**src/rtl/crc24a_check.sv**
```systemverilog
// Byte-serial CRC24A checker: runs the MSB-first CRC over payload plus appended CRC
// and reports one pass/fail result per block (pass = zero remainder, legal length).
module crc24a_check #(
    parameter logic [23:0] POLY      = 24'h864CFB,
    parameter logic [23:0] INIT      = 24'h000000,
    parameter int          CNT_W     = 16,
    parameter int          MIN_BYTES = 4
) (
    input  logic             clk,
    input  logic             reset,
    input  logic             in_valid,
    output logic             in_ready,
    input  logic [7:0]       in_data,
    input  logic             in_last,
    output logic             res_valid,
    input  logic             res_ready,
    output logic             crc_ok,
    output logic             len_err,
    output logic [23:0]      crc_rem,
    output logic [CNT_W-1:0] byte_cnt
);

    typedef enum logic [1:0] {
        IDLE,
        RUN,
        DONE
    } state_t;

    localparam logic [CNT_W-1:0] CNT_ONE = CNT_W'(1);
    localparam logic [CNT_W-1:0] MIN_CNT = CNT_W'(MIN_BYTES);

    state_t           r_state;
    state_t           w_next_state;
    logic [23:0]      r_rem;
    logic [23:0]      w_rem_next;
    logic [23:0]      w_rem_base;
    logic [CNT_W-1:0] r_cnt;
    logic [CNT_W-1:0] w_cnt_next;
    logic [CNT_W-1:0] w_cnt_base;
    logic             r_in_ready;
    logic             r_res_valid;
    logic             r_crc_ok;
    logic             r_len_err;
    logic [23:0]      r_crc_rem;
    logic [CNT_W-1:0] r_byte_cnt;
    logic             w_xfer;
    logic             w_accept;
    logic             w_enter_done;

    // One byte of the MSB-first shift register, fully unrolled.
    function automatic logic [23:0] crc_byte(input logic [23:0] rem, input logic [7:0] data);
        logic [23:0] v_rem;
        logic        v_fb;
        // NOTE: blocking assignments here are intentional; each bit step feeds the next
        // within the same cycle, whereas registered state below always uses <=.
        v_rem = rem;
        for (int b = 7; b >= 0; b--) begin
            v_fb  = v_rem[23] ^ data[b];
            v_rem = {v_rem[22:0], 1'b0} ^ (v_fb ? POLY : 24'h000000);
        end
        return v_rem;
    endfunction

    assign w_xfer       = in_valid & r_in_ready;
    assign w_accept     = r_res_valid & res_ready;
    assign w_enter_done = (r_state != DONE) && (w_next_state == DONE);

    // A new block always starts from INIT and a zero count, independent of leftovers.
    assign w_rem_base = (r_state == IDLE) ? INIT : r_rem;
    assign w_cnt_base = (r_state == IDLE) ? '0 : r_cnt;

    always_comb begin
        // NOTE: every signal gets a default first so no path leaves it unassigned (no latch).
        w_next_state = r_state;
        w_rem_next   = r_rem;
        w_cnt_next   = r_cnt;
        case (r_state)
            IDLE, RUN: begin
                if (w_xfer) begin
                    w_rem_next   = crc_byte(w_rem_base, in_data);
                    w_cnt_next   = (w_cnt_base == '1) ? w_cnt_base : w_cnt_base + CNT_ONE;
                    w_next_state = in_last ? DONE : RUN;
                end
            end
            DONE: begin
                if (w_accept) begin
                    w_next_state = IDLE;
                    w_rem_next   = INIT;
                    w_cnt_next   = '0;
                end
            end
            default: begin
                w_next_state = IDLE;
                w_rem_next   = INIT;
                w_cnt_next   = '0;
            end
        endcase
    end

    always_ff @(posedge clk or negedge reset) begin
        if (!reset) begin
            r_state     <= IDLE;
            r_rem       <= INIT;
            r_cnt       <= '0;
            r_in_ready  <= 1'b0;
            r_res_valid <= 1'b0;
            r_crc_ok    <= 1'b0;
            r_len_err   <= 1'b0;
            r_crc_rem   <= 24'h000000;
            r_byte_cnt  <= '0;
        end else begin
            // NOTE: non-blocking assignments keep all registers updating from pre-edge values.
            r_state     <= w_next_state;
            r_rem       <= w_rem_next;
            r_cnt       <= w_cnt_next;
            r_in_ready  <= (w_next_state != DONE);
            r_res_valid <= (w_next_state == DONE);
            if (w_enter_done) begin
                r_crc_rem  <= w_rem_next;
                r_byte_cnt <= w_cnt_next;
                r_len_err  <= (w_cnt_next < MIN_CNT);
                r_crc_ok   <= (w_rem_next == 24'h000000) && (w_cnt_next >= MIN_CNT);
            end
        end
    end

    assign in_ready  = r_in_ready;
    assign res_valid = r_res_valid;
    assign crc_ok    = r_crc_ok;
    assign len_err   = r_len_err;
    assign crc_rem   = r_crc_rem;
    assign byte_cnt  = r_byte_cnt;

endmodule

```
**config.mk**
```make
export PLATFORM = sky130hd
export DESIGN_NAME = crc24a_check
export DESIGN_NICKNAME = d
export VERILOG_FILES = /design/src/rtl/crc24a_check.sv
export SDC_FILE = /design/constraint.sdc
export NUM_CORES = 1
export LEC_CHECK = 0
export CORE_MARGIN = 2
export CORE_UTILIZATION = 45
export DETAILED_ROUTE_END_ITERATION = 12
export HOLD_SLACK_MARGIN = 0.08
export PLACE_DENSITY = 0.64
export REMOVE_ABC_BUFFERS = 1
export SYNTH_ARGS = -nofsm -noshare
export SYNTH_HDL_FRONTEND = slang
export SYNTH_SLANG_ARGS = --single-unit
```
**constraint.sdc**
```tcl
create_clock -name clk -period 9.2 [get_ports clk]
set_input_delay 2.76 -clock clk [delete_from_list [all_inputs] [get_ports clk]]
set_output_delay 2.76 -clock clk [all_outputs]
set_load 0.1 [all_outputs]
```
## Word level (Yosys, flattened, before mapping)

Cells that the tools add are included.

- Flip-flop bits (word level): 86
- Input port bits: 13
- Output and inout bits: 44
- Logic and storage cells: 62

- Add/subtract/negate cells: 1
- Order comparisons: 2
- Equality and inequality tests: 6
- Muxes and demuxes: 21
- Bitwise gates (word level): 18
- Reduce and logical (&&, ||, !) cells: 5

Operators with widths:

| kind | number |
|---|---|
| 2-to-1 mux 24 bit | 11 |
| XOR 24 bit | 8 |
| 2-to-1 mux 16 bit | 4 |
| one-hot mux 24 bit (2 select lines) | 1 |
| one-hot mux 16 bit (2 select lines) | 1 |
| zero test 24 bit | 1 |
| adder 16 x 1 -> 16 bit (second input constant) | 1 |
| == test 16 bit (second input constant) | 1 |
| greater-or-equal comparator 16 x 3 -> 1 bit (second input constant) | 1 |
| < comparator 16 x 3 -> 1 bit (second input constant) | 1 |
| XOR 1 bit | 8 |
| 2-to-1 mux 2 bit | 3 |
| == test 2 bit (second input constant) | 2 |
| inequality test 2 bit (second input constant) | 2 |
| one-hot mux 2 bit (2 select lines) | 1 |
| AND 1 bit | 2 |
| == test 2 x 1 -> 1 bit (second input constant) | 1 |
| logical AND 1 bit | 2 |
| zero test 2 bit | 1 |
| OR reduction 2 bit | 1 |

## Logic depth before layout (Yosys ltp)

- Word-level depth: 30
- Depth in mapped cells: 14
- Gate-level depth less buffers: 12

## Worst setup path before layout

Ideal clock, no wire load.

- Path type: input to register
- From: in in_data[4]
- To: reg r_crc_ok, in the netlist crc_ok
- Setup time: 95 ps
- Data arrival time: 5,500 ps
- Data required time: 9,105 ps
- Slack: 3,604 ps
- Stages on the path: 9
- Path buffers: 1
- Cells stage by stage: buf_2 > xor2_1 > xnor2_4 > xnor3_1 > nand2b_1 > a32o_2 > or4_1 > or4_1 > o31ai_1

- Word-level cells in the longest chain between the ends: 19

Ends and longest elaborated chain:

| element | line | RTL |
|---|---|---|
| start, declared | 13 | `input logic [7:0] in_data,` |
| XOR 1 bit (*) | 58 | `v_fb = v_rem[23] ^ data[b];` |
| 2-to-1 mux 24 bit (*) | 59 | `v_rem = {v_rem[22:0], 1'b0} ^ (v_fb ? POLY : 24'h000000);` |
| XOR 24 bit (*) | 59 |  |
| XOR 1 bit | 58 |  |
| 2-to-1 mux 24 bit | 59 |  |
| XOR 24 bit (*) | 59 |  |
| XOR 1 bit | 58 |  |
| 2-to-1 mux 24 bit | 59 |  |
| [4 not listed] | n/a |  |
| XOR 1 bit | 58 |  |
| 2-to-1 mux 24 bit | 59 |  |
| XOR 24 bit (*) | 59 |  |
| 2-to-1 mux 24 bit (*) | 79 | `if (w_xfer) begin` |
| one-hot mux 24 bit (2 select lines) (*) | 77 | `case (r_state)` |
| net w_rem_next[7] | 35 | `logic [23:0] w_rem_next;` |
| zero test 24 bit (*) | 122 | `r_crc_ok <= (w_rem_next == 24'h000000) && (w_cnt_next >= MIN_CNT);` |
| logical AND 1 bit (*) | 122 |  |
| end signal, assigned | 122 |  |
| end, declared | 42 | `logic r_crc_ok;` |

Mark *: on every way through the listed nets, which the timed path passes. The rest lies on a longest branch.
A chain may end at the register's enable or synchronous reset.

## Worst setup path after layout

- From: in in_data[6]
- To: reg r_crc_ok, in the netlist crc_ok

- Word-level cells in the longest chain between the ends: 25

Ends and longest elaborated chain:

| element | line |
|---|---|
| XOR 1 bit (*) | 58 |
| 2-to-1 mux 24 bit (*) | 59 |
| XOR 24 bit (*) | 59 |
| XOR 1 bit | 58 |
| 2-to-1 mux 24 bit | 59 |
| XOR 24 bit (*) | 59 |
| XOR 1 bit | 58 |
| 2-to-1 mux 24 bit | 59 |
| [10 not listed] | n/a |
| XOR 1 bit | 58 |
| 2-to-1 mux 24 bit | 59 |
| XOR 24 bit (*) | 59 |
| 2-to-1 mux 24 bit (*) | 79 |
| one-hot mux 24 bit (2 select lines) (*) | 77 |
| net w_rem_next[5] | 35 |
| zero test 24 bit (*) | 122 |
| logical AND 1 bit (*) | 122 |

Marks and branches as above.

==> key figures <==
Outcome
  – Result of the run: finished, final reports clean

STA
  – Slew at the pin closest to its max-slew limit: 1080 ps
  – Worst slew margin: 28.3%
  – Fin crit share: 67.4%
  – Final setup viols: 0
  – Number of max-slew violations in the final report: 0
  – Min Clock Period, post-route: 6210 ps
  – RSZ-0062 raised after global routing: false
  – Number of failing hold endpoints at the final stage: 0
  – Final TNS setup: 0 ps
  – Max frequency: 0.161 GHz
  – Clock Skews: 10.5 ps

Setup path
  – Crit path largest cell delay: 650 ps
  – Ordered cell list for the critical path: clkdlybuf4s50_1 -> xnor2_1 -> xor2_1 -> xnor2_1 -> xnor3_1 -> xnor2_1 -> o21ai_0 -> or4_1 -> or4_1 -> o31ai_1
  – Flop-to-flop setup slack: 4920 ps
  – Reg2Reg Launch Point: r_state[0]$_DFF_PN0_
  – Max Fanout on Critical Path: 5
  – Number of cell instances on the worst register-to-register path: 12
  – Worst endpoint data arrival time: 6490 ps
  – Slowest stage cell, crit path: sky130_fd_sc_hd__or4_1
  – Sort of element at the end of the critical path: register
  – Worst path required time: 9480 ps
  – Worst setup startpoint: in_data[6]
  – Category of the critical setup timing path: in2reg
  – Most used cell, CP: sky130_fd_sc_hd__xnor2_1
  – Startpoint Class: primary input
  – Reg-to-reg endpoint: len_err$_DFFE_PN0P_

Detailed routing
  – First drt pass iteration count: 5
  – Average wire length per cell after detail routing: 17.8 um
  – Number of design-rule violations left by the first detailed-router iteration: 287
  – Total via count in the routed design: 3,897
  – Number of remaining DRC errors: 0
  – Average via count per standard cell: 5.43
  – Total length of routed wires: 12.8 mm
  – Routed Antenna Nets: 0

Floorplan
  – FP Rows: 38
  – Die Span Y: 108 um
  – Core region area: 10,700 um2
  – Die outline area: 11,700 um2
  – I/O pin total: 57
  – Initial Utilization: 45.6%
  – Horizontal extent of the die: 108 um

Clock network
  – Sinks on the clock net: 86
  – CTS tree: built
  – Total of cells resized after clock tree synthesis: 0
  – Clock insertion delay at the later pin of the skew report: 380 ps
  – Hold-fix buffers, CTS: 0
  – CTS Buf Count: 9
  – Maximum clock insertion buffer count: 2
  – CTS Root Buffer Type: sky130_fd_sc_hd__clkbuf_8
  – Post-CTS Setup Inserts: 0
  – # H-tree levels: 3
  – Clock-pin transition on the worst setup and hold timing paths: 90 ps

Logic synthesis
  – Instance count of the mapped netlist: 536
  – Number of library cell types mapped by synthesis: 48
  – Seq cells post-synth: 86
  – Top area cells in the synthesized netlist: sky130_fd_sc_hd__dfrtp_1 (44%), sky130_fd_sc_hd__xnor2_1 (10%), sky130_fd_sc_hd__nand2_1 (10%), sky130_fd_sc_hd__o21ai_0 (4.6%), sky130_fd_sc_hd__xnor3_1 (4.2%)
  – Flip-flop cell with the highest count after synthesis: sky130_fd_sc_hd__dfrtp_1
  – Portion of the post-synthesis area used by sequential elements: 44.1%
  – Cell area after synthesis: 4880 um2
  – Cell type with the largest total area after synthesis: sky130_fd_sc_hd__dfrtp_1
  – Proportion of netlist area held by the largest area contributor: 44.1%
  – Post-synthesis async set-or-reset flop share: 100%
  – Synthesis Warnings: 0
  – Number of enable-type register cells in the synthesized netlist: 0
  – Mean Syn Cell Area: 9.10 um2

Finish
  – Fillers: 1,010
  – Number of nets in the finished design: 587
  – Proportion of layout cells with a drive suffix above 1: 6.06%
  – Relative area change from synthesis to final layout: 16.8%
  – Final std cells w/o fill: 718
  – Antenna diode count: 0

GRT
  – Initial antenna violation count: 0
  – Wire length of the first global-routing pass: 21.3 mm
  – Pin count of the biggest net entering global routing: 87
  – Via count of the first global-routing pass: 3,880
  – GRT Util Overall: 23.8%
  – GRT overflow: 0

Placement
  – Hpwl dp: 8.83 mm
  – Final weighted congestion in routability-driven placement: 0.932
  – Total of buffers placed on input and output ports: 56
  – Count of placed standard cells including taps: 702

Worst hold path
  – Worst hold path endpoint: byte_cnt[0]$_DFFE_PN0P_
  – Number of stages on the worst hold path: 2
  – Worst hold-check path type: reg2reg
  – HP Start: byte_cnt[0]$_DFFE_PN0P_

Run
  – Max-cap violation count: 0
cells in the mapped netlist (4+ instances only):
cell and n:
sky130_fd_sc_hd__a21oi_1 14, sky130_fd_sc_hd__or4_1 4, sky130_fd_sc_hd__inv_1 12, sky130_fd_sc_hd__a22oi_1 5, sky130_fd_sc_hd__xnor2_1 57, sky130_fd_sc_hd__o21ai_0 45
sky130_fd_sc_hd__a22o_1 4, sky130_fd_sc_hd__nand2_1 132, sky130_fd_sc_hd__nor2_1 33, sky130_fd_sc_hd__a211oi_1 5, sky130_fd_sc_hd__nor3_1 6, sky130_fd_sc_hd__and2_1 6
sky130_fd_sc_hd__xnor3_1 9, sky130_fd_sc_hd__a31oi_1 6, sky130_fd_sc_hd__nor4_1 6, sky130_fd_sc_hd__clkbuf_1 24, sky130_fd_sc_hd__dfrtp_1 86, sky130_fd_sc_hd__nand2b_1 4
sky130_fd_sc_hd__buf_2 4, sky130_fd_sc_hd__nand4_1 9, sky130_fd_sc_hd__xor2_1 13, sky130_fd_sc_hd__nand3_1 9, sky130_fd_sc_hd__mux2_2 5, sky130_fd_sc_hd__buf_4 4
final cells by class:
| type | instances | area, um2 | share of cell area, % |
|---|---|---|---|
| Clock inverter | 6 | 68.8 | 1.21 |
| Sequential cell | 86 | 2150 | 37.7 |
| Timing Repair Buffer | 59 | 581 | 10.2 |
| Clock buffer | 10 | 138 | 2.41 |
| Tap cell | 140 | 175 | 3.07 |
| Multi-Input combinational cell | 405 | 2540 | 44.6 |
| Inverter | 12 | 45.0 | 0.790 |
layer usage:
layer	up-vias	GRT usage, %	part of all wire, %
met1	1891	37.7	52
met3	19	2.95	4.4
met2	114	32.6	41
met5	-	0	0
met4	0	9.34	2.2
li1	1873	-	-
worst max-delay path: cells and delay by family:
family	cells	cell delay [ps]
compound gates	2	390
xor+xnor	5	1530
buf+inv	1	610
simple gates	2	1190
stage by stage:
step | hold WS, ps | instance area, um2 | utilization (%) | worst slack (ps)
floorplan | 500 | 4740 | - | 3790
global placement | 455 | 5500 | 51.4 | 2720
detailed placement | 461 | 5500 | 51.4 | 2610
CTS | 483 | 5700 | 53.3 | 3000
global route | 508 | 5700 | 53.3 | 2820
finish | 474 | 5700 | 53.3 | 2990
flip-flops by register name, summed over array words and instances (netlist names):
signal     cells
byte_cnt      16
crc_ok         1
r_cnt         16
len_err        1
in_ready       1
res_valid      1
r_state        2
r_rem         24
crc_rem       24
cells by family (layout without fill, tap and decap cells):
group,after synthesis,count (layout),synth area share (%)
AOI/OAI and AO/OA,91,91,11.4
xor gates and xnor gates,82,82,18.2
adders and majority gates,1,1,0.256
buffers and inverters,45,87,3.87
DFF,86,86,44.1
muxes,8,8,1.77
and+or+nand+nor,223,223,20.4
cells in the final DEF (no fill, tap or decap), drive strengths merged, types with 4 or more instances in the layout:
cell type      count
nand2            132
dfrtp             86
xnor2             58
clkdlybuf4s50     55
o21ai             45
nor2              35
xor2              15
a21oi             14
inv               14
clkbuf            10
xnor3              9
nand4              9
nand3              9
and2               6
nor4               6
nor3               6
a31oi              6
a211oi             5
a22oi              5
mux2               5
nand2b             4
a22o               4
or4                4
buf                4
how the worst max path moves through the flow:
stage / to / slack [ps] / cells past startpoint
global placement: crc_ok$_DFFE_PN0P_ / 2720 / 9
CTS: crc_ok$_DFFE_PN0P_ / 3000 / 10
detailed placement: crc_ok$_DFFE_PN0P_ / 2610 / 10
finish: crc_ok$_DFFE_PN0P_ / 2990 / 10
global route: crc_ok$_DFFE_PN0P_ / 2820 / 10
floorplan: crc_ok$_DFFE_PN0P_ / 3790 / 8
Power is left out: the tool's default activity adds up to more than one toggle a clock period on the data nets, which glitch-free logic cannot reach.
